### config.mk
export PLATFORM = sky130hd
export DESIGN_NAME = hazard_ctrl
export DESIGN_NICKNAME = d
export VERILOG_FILES = /design/src/rtl/hazard_ctrl.sv
export SDC_FILE = /design/constraint.sdc
export NUM_CORES = 1
export LEC_CHECK = 0
export BUFFER_PORTS_ARGS = -buffer_cell sky130_fd_sc_hd__clkbuf_2
export CORE_MARGIN = 2
export CORE_UTILIZATION = 40
export DETAILED_ROUTE_END_ITERATION = 16
export GPL_TIMING_DRIVEN = 0
export HOLD_SLACK_MARGIN = 0.08
export PLACE_DENSITY = 0.74
export RECOVER_POWER = 50
export SLEW_MARGIN = 20
export SYNTH_ARGS = -nofsm -noshare
export SYNTH_HDL_FRONTEND = slang
export SYNTH_SLANG_ARGS = --single-unit
### constraint.sdc
create_clock -name clk -period 6.63 [get_ports clk]
set_input_delay 1.326 -clock clk [delete_from_list [all_inputs] [get_ports clk]]
set_output_delay 1.326 -clock clk [all_outputs]
set_load 0.02 [all_outputs]
### src/rtl/hazard_ctrl.sv
`default_nettype none
// ============================================================================
// Module   : hazard_ctrl
// Purpose  : Pipeline hazard control for the 5-stage RV32I core. Generates
//            IF/ID stall, IF/ID and ID/EX flush, and per-source operand
//            forwarding selects. A small FSM sequences load-use bubbles and
//            the ECALL drain / halt / resume handshake.
// Ports    : clk, rst (async, active-high)
//            id_*   : source fields / ECALL flag of the instruction in ID
//            ex_*   : rd, write-enable, load flag and taken-branch of EX
//            mem_*  : rd / write-enable of MEM;  wb_* : rd / write-enable of WB
//            ecall_ack : environment finished servicing the ECALL
//            stall_if, stall_id, flush_id, flush_ex : pipeline controls
//            fwd_rs1_sel, fwd_rs2_sel : 0 regfile, 1 EX, 2 MEM, 3 WB
//            halt : registered, high while the core waits on ECALL service
// Options  : define HAZARD_PERF_EN to add saturating counters
//            perf_stall_cyc / perf_flush_cnt (CNT_W bits each).
// Revision : 1.0 - initial release
// ============================================================================
module hazard_ctrl #(
    parameter int LOAD_STALL   = 1,
    parameter int DRAIN_CYCLES = 3,
    parameter int CNT_W        = 32
) (
    input  logic       clk,
    input  logic       rst,
    input  logic [4:0] id_rs1_addr,
    input  logic [4:0] id_rs2_addr,
    input  logic       id_rs1_used,
    input  logic       id_rs2_used,
    input  logic       id_ecall,
    input  logic [4:0] ex_rd_addr,
    input  logic       ex_wb_en,
    input  logic       ex_is_load,
    input  logic       ex_br_taken,
    input  logic [4:0] mem_rd_addr,
    input  logic       mem_wb_en,
    input  logic [4:0] wb_rd_addr,
    input  logic       wb_wb_en,
    input  logic       ecall_ack,
    output logic       stall_if,
    output logic       stall_id,
    output logic       flush_id,
    output logic       flush_ex,
    output logic [1:0] fwd_rs1_sel,
    output logic [1:0] fwd_rs2_sel,
    output logic       halt
`ifdef HAZARD_PERF_EN
    ,
    output logic [CNT_W-1:0] perf_stall_cyc,
    output logic [CNT_W-1:0] perf_flush_cnt
`endif
);

    typedef enum logic [1:0] {
        RUN     = 2'd0,
        LDSTALL = 2'd1,
        DRAIN   = 2'd2,
        HALT    = 2'd3
    } state_t;

    // The cycle that detects the hazard/ECALL is itself the first stall
    // cycle, so the counters are loaded one (or two) short.
    localparam logic [2:0] c_ld_init    = (LOAD_STALL > 1) ? 3'(LOAD_STALL - 2) : 3'd0;
    localparam logic [2:0] c_drain_init = 3'(DRAIN_CYCLES - 1);

    state_t     r_state, w_state_nxt;
    logic [2:0] r_cnt, w_cnt_nxt;
    logic       r_halt, w_halt_nxt;

    logic       w_m1, w_m2, w_luh;
    logic       w_stall_if, w_stall_id, w_flush_id, w_flush_ex;

    assign w_m1  = id_rs1_used && (id_rs1_addr != 5'd0);
    assign w_m2  = id_rs2_used && (id_rs2_addr != 5'd0);
    assign w_luh = ex_is_load && ex_wb_en && (ex_rd_addr != 5'd0) &&
                   ((w_m1 && (ex_rd_addr == id_rs1_addr)) ||
                    (w_m2 && (ex_rd_addr == id_rs2_addr)));

    // Youngest producer wins. A load in EX has no result yet, so it never
    // forwards from EX (that case is covered by the load-use stall).
    function automatic logic [1:0] fwd_sel(
        input logic       used_nz,
        input logic [4:0] src,
        input logic [4:0] ex_rd,
        input logic       ex_we,
        input logic       ex_ld,
        input logic [4:0] mem_rd,
        input logic       mem_we,
        input logic [4:0] wb_rd,
        input logic       wb_we
    );
        logic [1:0] sel;
        sel = 2'd0;
        if (used_nz) begin
            if (ex_we && !ex_ld && (ex_rd == src))
                sel = 2'd1;
            else if (mem_we && (mem_rd == src))
                sel = 2'd2;
            else if (wb_we && (wb_rd == src))
                sel = 2'd3;
        end
        return sel;
    endfunction

    assign fwd_rs1_sel = fwd_sel(w_m1, id_rs1_addr, ex_rd_addr, ex_wb_en, ex_is_load,
                                 mem_rd_addr, mem_wb_en, wb_rd_addr, wb_wb_en);
    assign fwd_rs2_sel = fwd_sel(w_m2, id_rs2_addr, ex_rd_addr, ex_wb_en, ex_is_load,
                                 mem_rd_addr, mem_wb_en, wb_rd_addr, wb_wb_en);

    always_ff @(posedge clk or posedge rst) begin
        if (rst) begin
            r_state <= RUN;
            r_cnt   <= 3'd0;
            r_halt  <= 1'b0;
        end else begin
            r_state <= w_state_nxt;
            r_cnt   <= w_cnt_nxt;
            r_halt  <= w_halt_nxt;
        end
    end

    always_comb begin
        w_state_nxt = r_state;
        w_cnt_nxt   = r_cnt;
        w_halt_nxt  = r_halt;
        w_stall_if  = 1'b0;
        w_stall_id  = 1'b0;
        w_flush_id  = 1'b0;
        w_flush_ex  = 1'b0;
        case (r_state)
            RUN: begin
                if (ex_br_taken) begin
                    // ID holds a wrong-path instruction: its hazards are moot.
                    w_flush_id = 1'b1;
                    w_flush_ex = 1'b1;
                end else if (w_luh) begin
                    w_stall_if = 1'b1;
                    w_stall_id = 1'b1;
                    w_flush_ex = 1'b1;
                    if (LOAD_STALL > 1) begin
                        w_cnt_nxt   = c_ld_init;
                        w_state_nxt = LDSTALL;
                    end
                end else if (id_ecall) begin
                    w_stall_if  = 1'b1;
                    w_stall_id  = 1'b1;
                    w_flush_ex  = 1'b1;
                    w_cnt_nxt   = c_drain_init;
                    w_state_nxt = DRAIN;
                end
            end
            LDSTALL: begin
                w_stall_if = 1'b1;
                w_stall_id = 1'b1;
                w_flush_ex = 1'b1;
                if (r_cnt == 3'd0)
                    w_state_nxt = RUN;
                else
                    w_cnt_nxt = r_cnt - 3'd1;
            end
            DRAIN: begin
                w_stall_if = 1'b1;
                w_stall_id = 1'b1;
                w_flush_ex = 1'b1;
                if (r_cnt == 3'd0) begin
                    w_state_nxt = HALT;
                    w_halt_nxt  = 1'b1;
                end else begin
                    w_cnt_nxt = r_cnt - 3'd1;
                end
            end
            HALT: begin
                w_stall_if = 1'b1;
                w_stall_id = 1'b1;
                w_flush_ex = 1'b1;
                if (ecall_ack) begin
                    // Drop the serviced ECALL from IF/ID and let PC+4 fetch.
                    w_flush_id  = 1'b1;
                    w_stall_if  = 1'b0;
                    w_stall_id  = 1'b0;
                    w_halt_nxt  = 1'b0;
                    w_state_nxt = RUN;
                end
            end
            default: w_state_nxt = RUN;
        endcase
    end

    assign stall_if = w_stall_if;
    assign stall_id = w_stall_id;
    assign flush_id = w_flush_id;
    assign flush_ex = w_flush_ex;
    assign halt     = r_halt;

`ifdef HAZARD_PERF_EN
    logic [CNT_W-1:0] r_perf_stall, r_perf_flush;

    always_ff @(posedge clk or posedge rst) begin
        if (rst) begin
            r_perf_stall <= '0;
            r_perf_flush <= '0;
        end else begin
            if (w_stall_if && !r_halt && (r_perf_stall != '1))
                r_perf_stall <= r_perf_stall + CNT_W'(1);
            if ((r_state == RUN) && ex_br_taken && (r_perf_flush != '1))
                r_perf_flush <= r_perf_flush + CNT_W'(1);
        end
    end

    assign perf_stall_cyc = r_perf_stall;
    assign perf_flush_cnt = r_perf_flush;
`else
    logic w_unused_cnt_w;
    assign w_unused_cnt_w = (CNT_W > 0);
`endif

endmodule
`default_nettype wire

-- Yosys cells after proc, flatten, opt, wreduce, memory -nomap -nowiden
Index checks and enable logic that the tools add are counted.
- bits in registers: 6
- input bits: 36
- output and inout bits: 9
- logic and storage cells: 81
- $add $sub $neg: 1
- equality and inequality tests: 16
- multiplexer cells: 33
- reduce and logical (&&, ||, !) cells: 28
- operators with widths (cell ; number):
    5-bit equality test ; 6
    2-bit 2-to-1 mux ; 14
    5-bit nonzero test ; 3
    1-bit logical AND ; 14
    2-bit inequality test (second input constant) ; 7
    3-bit 2-to-1 mux ; 4
    1-bit 2-to-1 mux ; 9
    2-bit case mux with 4 select lines ; 1
    1-bit case mux with 2 select lines ; 3
    3-bit case mux with 2 select lines ; 1
    6-bit AND reduction ; 1
    5-bit AND reduction ; 1
    2-bit equality test (second input constant) ; 2
    2-bit nonzero test ; 2
    3-bit logical NOT ; 1
    1-bit case mux with 3 select lines ; 1
    3-bit AND reduction ; 1
    3-bit OR reduction ; 1
    3-bit by 1-bit subtractor with 3-bit output (second input constant) ; 1
    2-bit by 1-bit equality test with 1-bit output (second input constant) ; 1
    2-bit logical NOT ; 1
    2-bit OR reduction ; 1
    1-bit logical NOT ; 1
    1-bit logical OR ; 1

-- Depth between registers and ports, before layout
Gate-level depths: netlist of the first run.
- depth in word-level cells: 8
- mapped depth: 9
- depth with buffers taken out: 8

-- Worst setup path before layout of the first run
Ideal clock, no wire load.
- kind: input to output
- from: in id_rs1_addr[1]
- to: out flush_ex
- arrival: 2.730 ns
- data required time: 5.304 ns
- setup slack: 2.574 ns
- cell stages on the path: 5
- buffers on the path: 0
- cell sequence: or4_4 o21ai_4 o22a_4 o21bai_2 or3b_1
- longest elaborated chain between the ends: 8
- ends and longest elaborated chain (element ; RTL line ; source):
    start, declared ; 27 ; input logic [4:0] id_rs1_addr,
    5-bit nonzero test ; 74 ; assign w_m1 = id_rs1_used && (id_rs1_addr != 5'd0);
    1-bit logical AND ; 74 ;
    1-bit logical AND (*) ; 77 ; ((w_m1 && (ex_rd_addr == id_rs1_addr)) ||
    1-bit logical OR (*) ; 77 ;
    1-bit logical AND (*) ; 76 ; assign w_luh = ex_is_load && ex_wb_en && (ex_rd_addr != 5'd0) &&
    1-bit 2-to-1 mux (*) ; 137 ; end else if (w_luh) begin
    1-bit 2-to-1 mux (*) ; 133 ; if (ex_br_taken) begin
    1-bit case mux with 2 select lines (*) ; 131 ; case (r_state)
    end, declared ; 44 ; output logic flush_ex,
Mark *: on every way between the ends. The rest lies on a longest branch, timed or not.

-- Final worst setup path of the first run
- from: in id_rs2_addr[1]
- to: out flush_ex
- longest elaborated chain between the ends: 8
- ends and longest elaborated chain (element ; RTL line ; source):
    start, declared ; 28 ; input logic [4:0] id_rs2_addr,
    5-bit nonzero test ; 75 ; assign w_m2 = id_rs2_used && (id_rs2_addr != 5'd0);
    1-bit logical AND ; 75 ;
    1-bit logical AND (*) ; 78 ; (w_m2 && (ex_rd_addr == id_rs2_addr)));
    1-bit logical OR (*) ; 77 ;
    1-bit logical AND (*) ; 76 ;
    1-bit 2-to-1 mux (*) ; 137 ;
    1-bit 2-to-1 mux (*) ; 133 ;
    1-bit case mux with 2 select lines (*) ; 131 ;
Marks and branches as above.

==> results.yml, run 1 <==
timing:
  hold_violations: 0
  clock.fmax_mhz: 223
  totalNegativeSetupSlack_ns: 0
  rsz0062_at_grt: "no"
  timing.hold.ws_ns: 0.523
  maxSlewHeadroom: 0.738
  fin_crit_ns: 4.49
  tightestPinTransition_ns: 0.389
  finalCritPeriodShare: 0.677
  maxSlewViolCount: 0
  skew_ns: 0.00326
  setup_viol: 0
critical_path:
  timing.rr.end: "r_state[0]"
  cpMaxStageDelayCell: "or4_4"
  crit_top_cell: "clkbuf_2"
  crit_family: "simple AND/OR/NAND/NOR gates"
  r2r_start: "r_cnt[0]"
  crit_fanout: 8
  arrival_ns: 3.16
  start_kind: "input pin"
  cpPeakStageDelay_ns: 0.57
  required_ns: 5.30
  rr_worst_depth: 8
  crit_type: "input pin to output port"
  crit_chain: "clkbuf_2 > or4_4 > o21ai_4 > o22a_1 > o21bai_2 > or3b_1 > clkbuf_2"
  path_buf_inv: 2
  endpoint_kind: "output port"
  r2r_slack_ns: 4.51
route:
  dr.first_iter.drc_count: 31
  wirelength_mm: 2.79
  vias_per_cell: 5.38
  vias: 1124
  wire_per_inst_um: 13.3
  drc: 0
  firstDrtPassIters: 4
  ant_nets: 0
clocking:
  ctsResizeCount: 0
  h-tree-depth: 1
  clk_path_buf_depth: 2
  clock_latency_ns: 0.24
  cts.clk_slew.worst_paths_ns: 0.04
  cts_buffers: 3
  cts_setup_buffers: 0
  tritoncts: "yes"
  clockRootBuffer: "clkbuf_4"
  clock-sinks: 6
  cts_hold_buf: 0
min_path:
  worstHoldStart: "halt"
  hp-class: "flip-flop to flip-flop"
  hold_path_end: "halt"
  hold_path_depth: 1
layout:
  drive_gt1_frac: 0.307
  area_delta_synth_final_pct: 25.0
  antennaDiodeCount: 0
  design_area_um2: 1330
  fin_cells: 209
  final_nets: 224
placed_design:
  dpl_cell_area_um2: 1320
  gp_congestion: 0.909
  dpl.cell_count: 206
  io_buffers: 44
  dp_hpwl_mm: 2.38
power_and_ir_drop:
  comb_power_share: 0.757
  power_density_nw_per_um2: 319
  finalPower_mw: 0.425
  intPower_mw: 0.214
  power_frac_seq: 0.168
  switching_power_mw: 0.211
  clockPowerShare: 0.074
  p_sw_frac: 0.496
  peakVddDrop_mv: 0.277
  p_leak_nw: 0.640
logic_synthesis:
  avgSynthCellArea_um2: 8.08
  synth.cell_area_um2: 1070
  seq_area_frac_synth: 0.141
  syn_inst: 132
  synthesis.nets: 175
  yosysWarnings: 0
  synth_seq_cells: 6
  yosysUniqueCellTypes: 35
grt:
  antenna_found_initial: 0
  overflow: 0
  grt.total_usage: 0.191
  grt_pass1_vias: 1141
  grt_max_degree: 11
  grt_pass1_wl_mm: 4.81
floorplanning:
  rows: 18
  start_util: 0.426
  pin_count: 45
  die_w_um: 55.6
  fp.coreArea_um2: 2500
  die_h_um: 55.6
  die_area_um2: 3090
status:
  status: "complete, no violations"
run:
  drv_cap: 0
layer usage:
| metal | global-route usage | wire length, µm | vias up |
|---|---|---|---|
| met2 | 0.350 | 1500 | 43 |
| met5 | 0 | 0 | - |
| met4 | 0.0976 | 17 | 0 |
| met3 | 0.0302 | 159 | 2 |
| met1 | 0.210 | 1110 | 516 |
| li1 | - | - | 563 |
cell type report:
cell class	count	area [µm²]
Buffer	4	26.3
Clock buffer	3	22.5
Fill cell	238	1170
Inverter	8	30.0
Multi-Input combinational cell	114	847
Sequential cell	6	150
Tap cell	30	37.5
Timing Repair Buffer	44	219
power by group through the flow:
stage               Clock, mW  Sequential (mW)  Combinational (mW)
finish                 0.0316           0.0716               0.322
global route           0.0339           0.0743               0.360
detailed placement          0           0.0717               0.324
global placement            0           0.0696               0.310
CTS                    0.0341           0.0711               0.326
floorplan                   0           0.0704               0.238
placed cells by master (no fill, tap or decap), types with 3 or more instances in the layout:
cell / n
nand3_1: 8
mux2i_1: 3
ha_1: 7
o21ai_0: 6
clkbuf_1: 3
nand2_1: 3
inv_1: 8
clkbuf_2: 43
nor4_1: 4
nor2_1: 13
clkbuf_4: 3
a21oi_1: 7
xor2_1: 22
nor2b_1: 4
xnor2_1: 8
dfrtp_1: 6
nor3_1: 5
worst reg2reg max path: cells and delay by family, from the launching register on:
family                     cells  cell delay [ns]
AOI/OAI and AO/OA              2             0.36
DFF                            1             0.45
adders and majority gates      1             0.17
buffers and inverters          2             0.45
and+or+nand+nor                2             0.23
muxes                          1             0.34
synth_stat cells:
library cell | n | area share
xor2_1 | 22 | 0.18
nor2_1 | 13 | 0.046
inv_1 | 8 | 0.028
nand3_1 | 8 | 0.038
xnor2_1 | 8 | 0.066
a21oi_1 | 7 | 0.033
ha_1 | 7 | 0.082
dfrtp_1 | 6 | 0.14
nor3_1 | 5 | 0.023
o21ai_0 | 5 | 0.023
nor2b_1 | 4 | 0.023
nor4_1 | 4 | 0.023
mux2i_1 | 3 | 0.028
nand2_1 | 3 | 0.011
a211oi_1 | 2 | 0.014
a22o_1 | 2 | 0.016
and3_1 | 2 | 0.012
clkbuf_1 | 2 | 0.0070
nand2b_1 | 2 | 0.012
o21ai_4 | 2 | 0.031
o2bb2ai_1 | 2 | 0.016
or4_4 | 2 | 0.021
and2_1 | 1 | 0.0059
buf_4 | 1 | 0.0070
buf_6 | 1 | 0.011
mux2_4 | 1 | 0.014
o2111a_1 | 1 | 0.011
o211ai_1 | 1 | 0.0070
o211ai_2 | 1 | 0.012
o21ai_2 | 1 | 0.0082
o21bai_1 | 1 | 0.0070
o21bai_2 | 1 | 0.011
o22a_4 | 1 | 0.016
or3b_1 | 1 | 0.0082
or4_1 | 1 | 0.0070
through the flow:
step / setup slack, ns / util
after floorplan: 2.57 / -
after global placement: 2.31 / 0.530
after detailed placement: 2.30 / 0.530
after CTS: 2.30 / 0.539
after global routing: 2.07 / 0.533
final: 2.14 / 0.533
cell families (layout without fill, tap and decap cells):
| family | Yosys count | after routing | synth area share |
|---|---|---|---|
| buffers and inverters | 12 | 59 | 0.0528 |
| AOI/OAI and AO/OA | 27 | 27 | 0.205 |
| adders and majority gates | 7 | 7 | 0.0822 |
| xor gates and xnor gates | 30 | 30 | 0.246 |
| muxes | 4 | 4 | 0.0423 |
| DFF | 6 | 6 | 0.141 |
| and+or+nand+nor | 46 | 46 | 0.230 |
registers in the layout (all words and copies together) (netlist names):
name     count
halt         1
r_state      2
r_cnt        3
worst max path at each step:
stage,cells past startpoint,start,end
floorplan,5,id_rs1_addr[1],flush_ex
global placement,7,id_rs1_addr[1],flush_ex
detailed placement,7,id_rs2_addr[1],flush_ex
CTS,7,id_rs2_addr[1],flush_ex
global route,7,id_rs2_addr[1],flush_ex
finish,7,id_rs2_addr[1],flush_ex
No activity file was read; power rests on OpenSTA's default activity.
==> run 2, diff against run 1 <==
Settings changed: PLACE_DENSITY 0.74 to 0.76.
Clock period 6.63 ns to 3.6 ns, I/O delays scaled along.
==> results.yml, run 2 (synthesized netlist as in run 1, its figures left out) <==
layout:
  largest_register_ffs: 3
  most-common-layout-cells: "clkbuf_2, xor2_1, nor2_1"
  n_fill_cell: 242
  multi_input_area_um2: 851
  antennaDiodeCount: 0
  drive_gt1_frac: 0.307
  regArea_um2: 150
  final_nets: 224
  area_delta_synth_final_pct: 25.4
  final_common_cell: "clkbuf_2"
  top_register: "r_cnt"
critical_path:
  crit_family: "simple AND/OR/NAND/NOR gates"
  crit_top_cell: "clkbuf_2"
  r2r_slack_ns: 1.52
  crit_type: "input pin to output port"
  start_kind: "input pin"
  cpPeakStageDelay_ns: 0.56
  arrival_ns: 2.39
  path_buf_inv: 2
  crit_fanout: 8
  endpoint_kind: "output port"
  cpMaxStageDelayCell: "or4_4"
  crit_chain: "clkbuf_2 > or4_4 > o21ai_4 > o22a_4 > o21bai_2 > or3b_1 > clkbuf_2"
  required_ns: 2.88
route:
  vias_per_cell: 5.28
  ant_nets: 0
  dr.first_iter.drc_count: 37
  wirelength_mm: 2.61
  drc: 0
  wire_per_inst_um: 12.5
  vias: 1103
  firstDrtPassIters: 4
clocking:
  tritoncts: "yes"
  cts_buffers: 3
  cts_setup_buffers: 0
  ctsResizeCount: 0
  clock-sinks: 6
  cts.clk_slew.worst_paths_ns: 0.04
  clock_latency_ns: 0.24
  cts_hold_buf: 0
  h-tree-depth: 1
  clockRootBuffer: "clkbuf_4"
  clk_path_buf_depth: 2
timing:
  totalNegativeSetupSlack_ns: 0
  maxSlewViolCount: 0
  setup_viol: 0
  rsz0062_at_grt: "no"
  timing.hold.ws_ns: 0.360
  fin_crit_ns: 3.11
  hold_violations: 0
  finalWorstSetupSlack_ns: 0.487
  skew_ns: 0.000724
  finalCritPeriodShare: 0.865
  clock.fmax_mhz: 321
  maxSlewHeadroom: 0.730
  tightestPinTransition_ns: 0.401
grt:
  antenna_found_initial: 0
  grt_pass1_vias: 1082
  grt.total_usage: 0.181
  grt_max_degree: 11
  grt_pass1_wl_mm: 4.57
  overflow: 0
placed_design:
  post-place-ws_ns: 0.483
  io_buffers: 44
  gp_congestion: 0.836
  dp_hpwl_mm: 2.30
floorplanning:
  die_h_um: 55.6
  rows: 18
  pin_count: 45
  start_util: 0.426
  fp.coreArea_um2: 2500
  die_area_um2: 3090
  die_w_um: 55.6
min_path:
  hp-class: "input pin to asynchronous set/reset pin"
power_and_ir_drop:
  power_density_nw_per_um2: 580
  p_leak_nw: 0.638
  peakVddDrop_mv: 0.523
run:
  drv_cap: 0
status:
  status: "complete, no violations"
## run 2: cell type report
type / instances / share of cell area
Sequential cell: 6 / 0.112
Multi-Input combinational cell: 114 / 0.637
Inverter: 8 / 0.0225
Timing Repair Buffer: 44 / 0.164
Clock buffer: 3 / 0.0169
Tap cell: 30 / 0.0281
Buffer: 4 / 0.0197
## run 2: power breakdown
| part | internal [mW] | switching, mW | total [mW] |
|---|---|---|---|
| combinational | 0.253 | 0.334 | 0.587 |
| sequential | 0.102 | 0.0278 | 0.130 |
| clock | 0.0374 | 0.0203 | 0.0578 |
| total | 0.393 | 0.382 | 0.775 |
## run 2: metrics by stage
stage / total power [mW] / area [µm²] / std cells / util
final: 0.775 / 1340 / 209 / 0.535
after CTS: 0.789 / 1350 / 209 / 0.539
after detailed placement: 0.726 / 1320 / 206 / 0.530
after global placement: 0.698 / 1320 / 206 / 0.530
after global routing: 0.853 / 1340 / 209 / 0.535
after floorplan: 0.569 / 1070 / 132 / -
## run 2: routing by layer
layer  share of wire  vias to the layer above  GRT usage  routed length, µm
met5               0                        -          0                  0
met4          0.0088                        0     0.0732                 23
met3           0.036                        4     0.0209                 94
met2            0.53                       29      0.325               1380
met1            0.43                      501      0.218               1110
li1                -                      569          -                  -
## run 2: path summary, 6_finish.rpt
kind,startpoint,endpoint,depth (start not counted)
max,id_rs1_addr[1],flush_ex,7
min,rst,halt,2
max reg2reg,r_cnt[0],r_state[0],8
min reg2reg,halt,halt,1
max in group asynchronous,rst,r_cnt[2],2
min in group clk,halt,halt,1
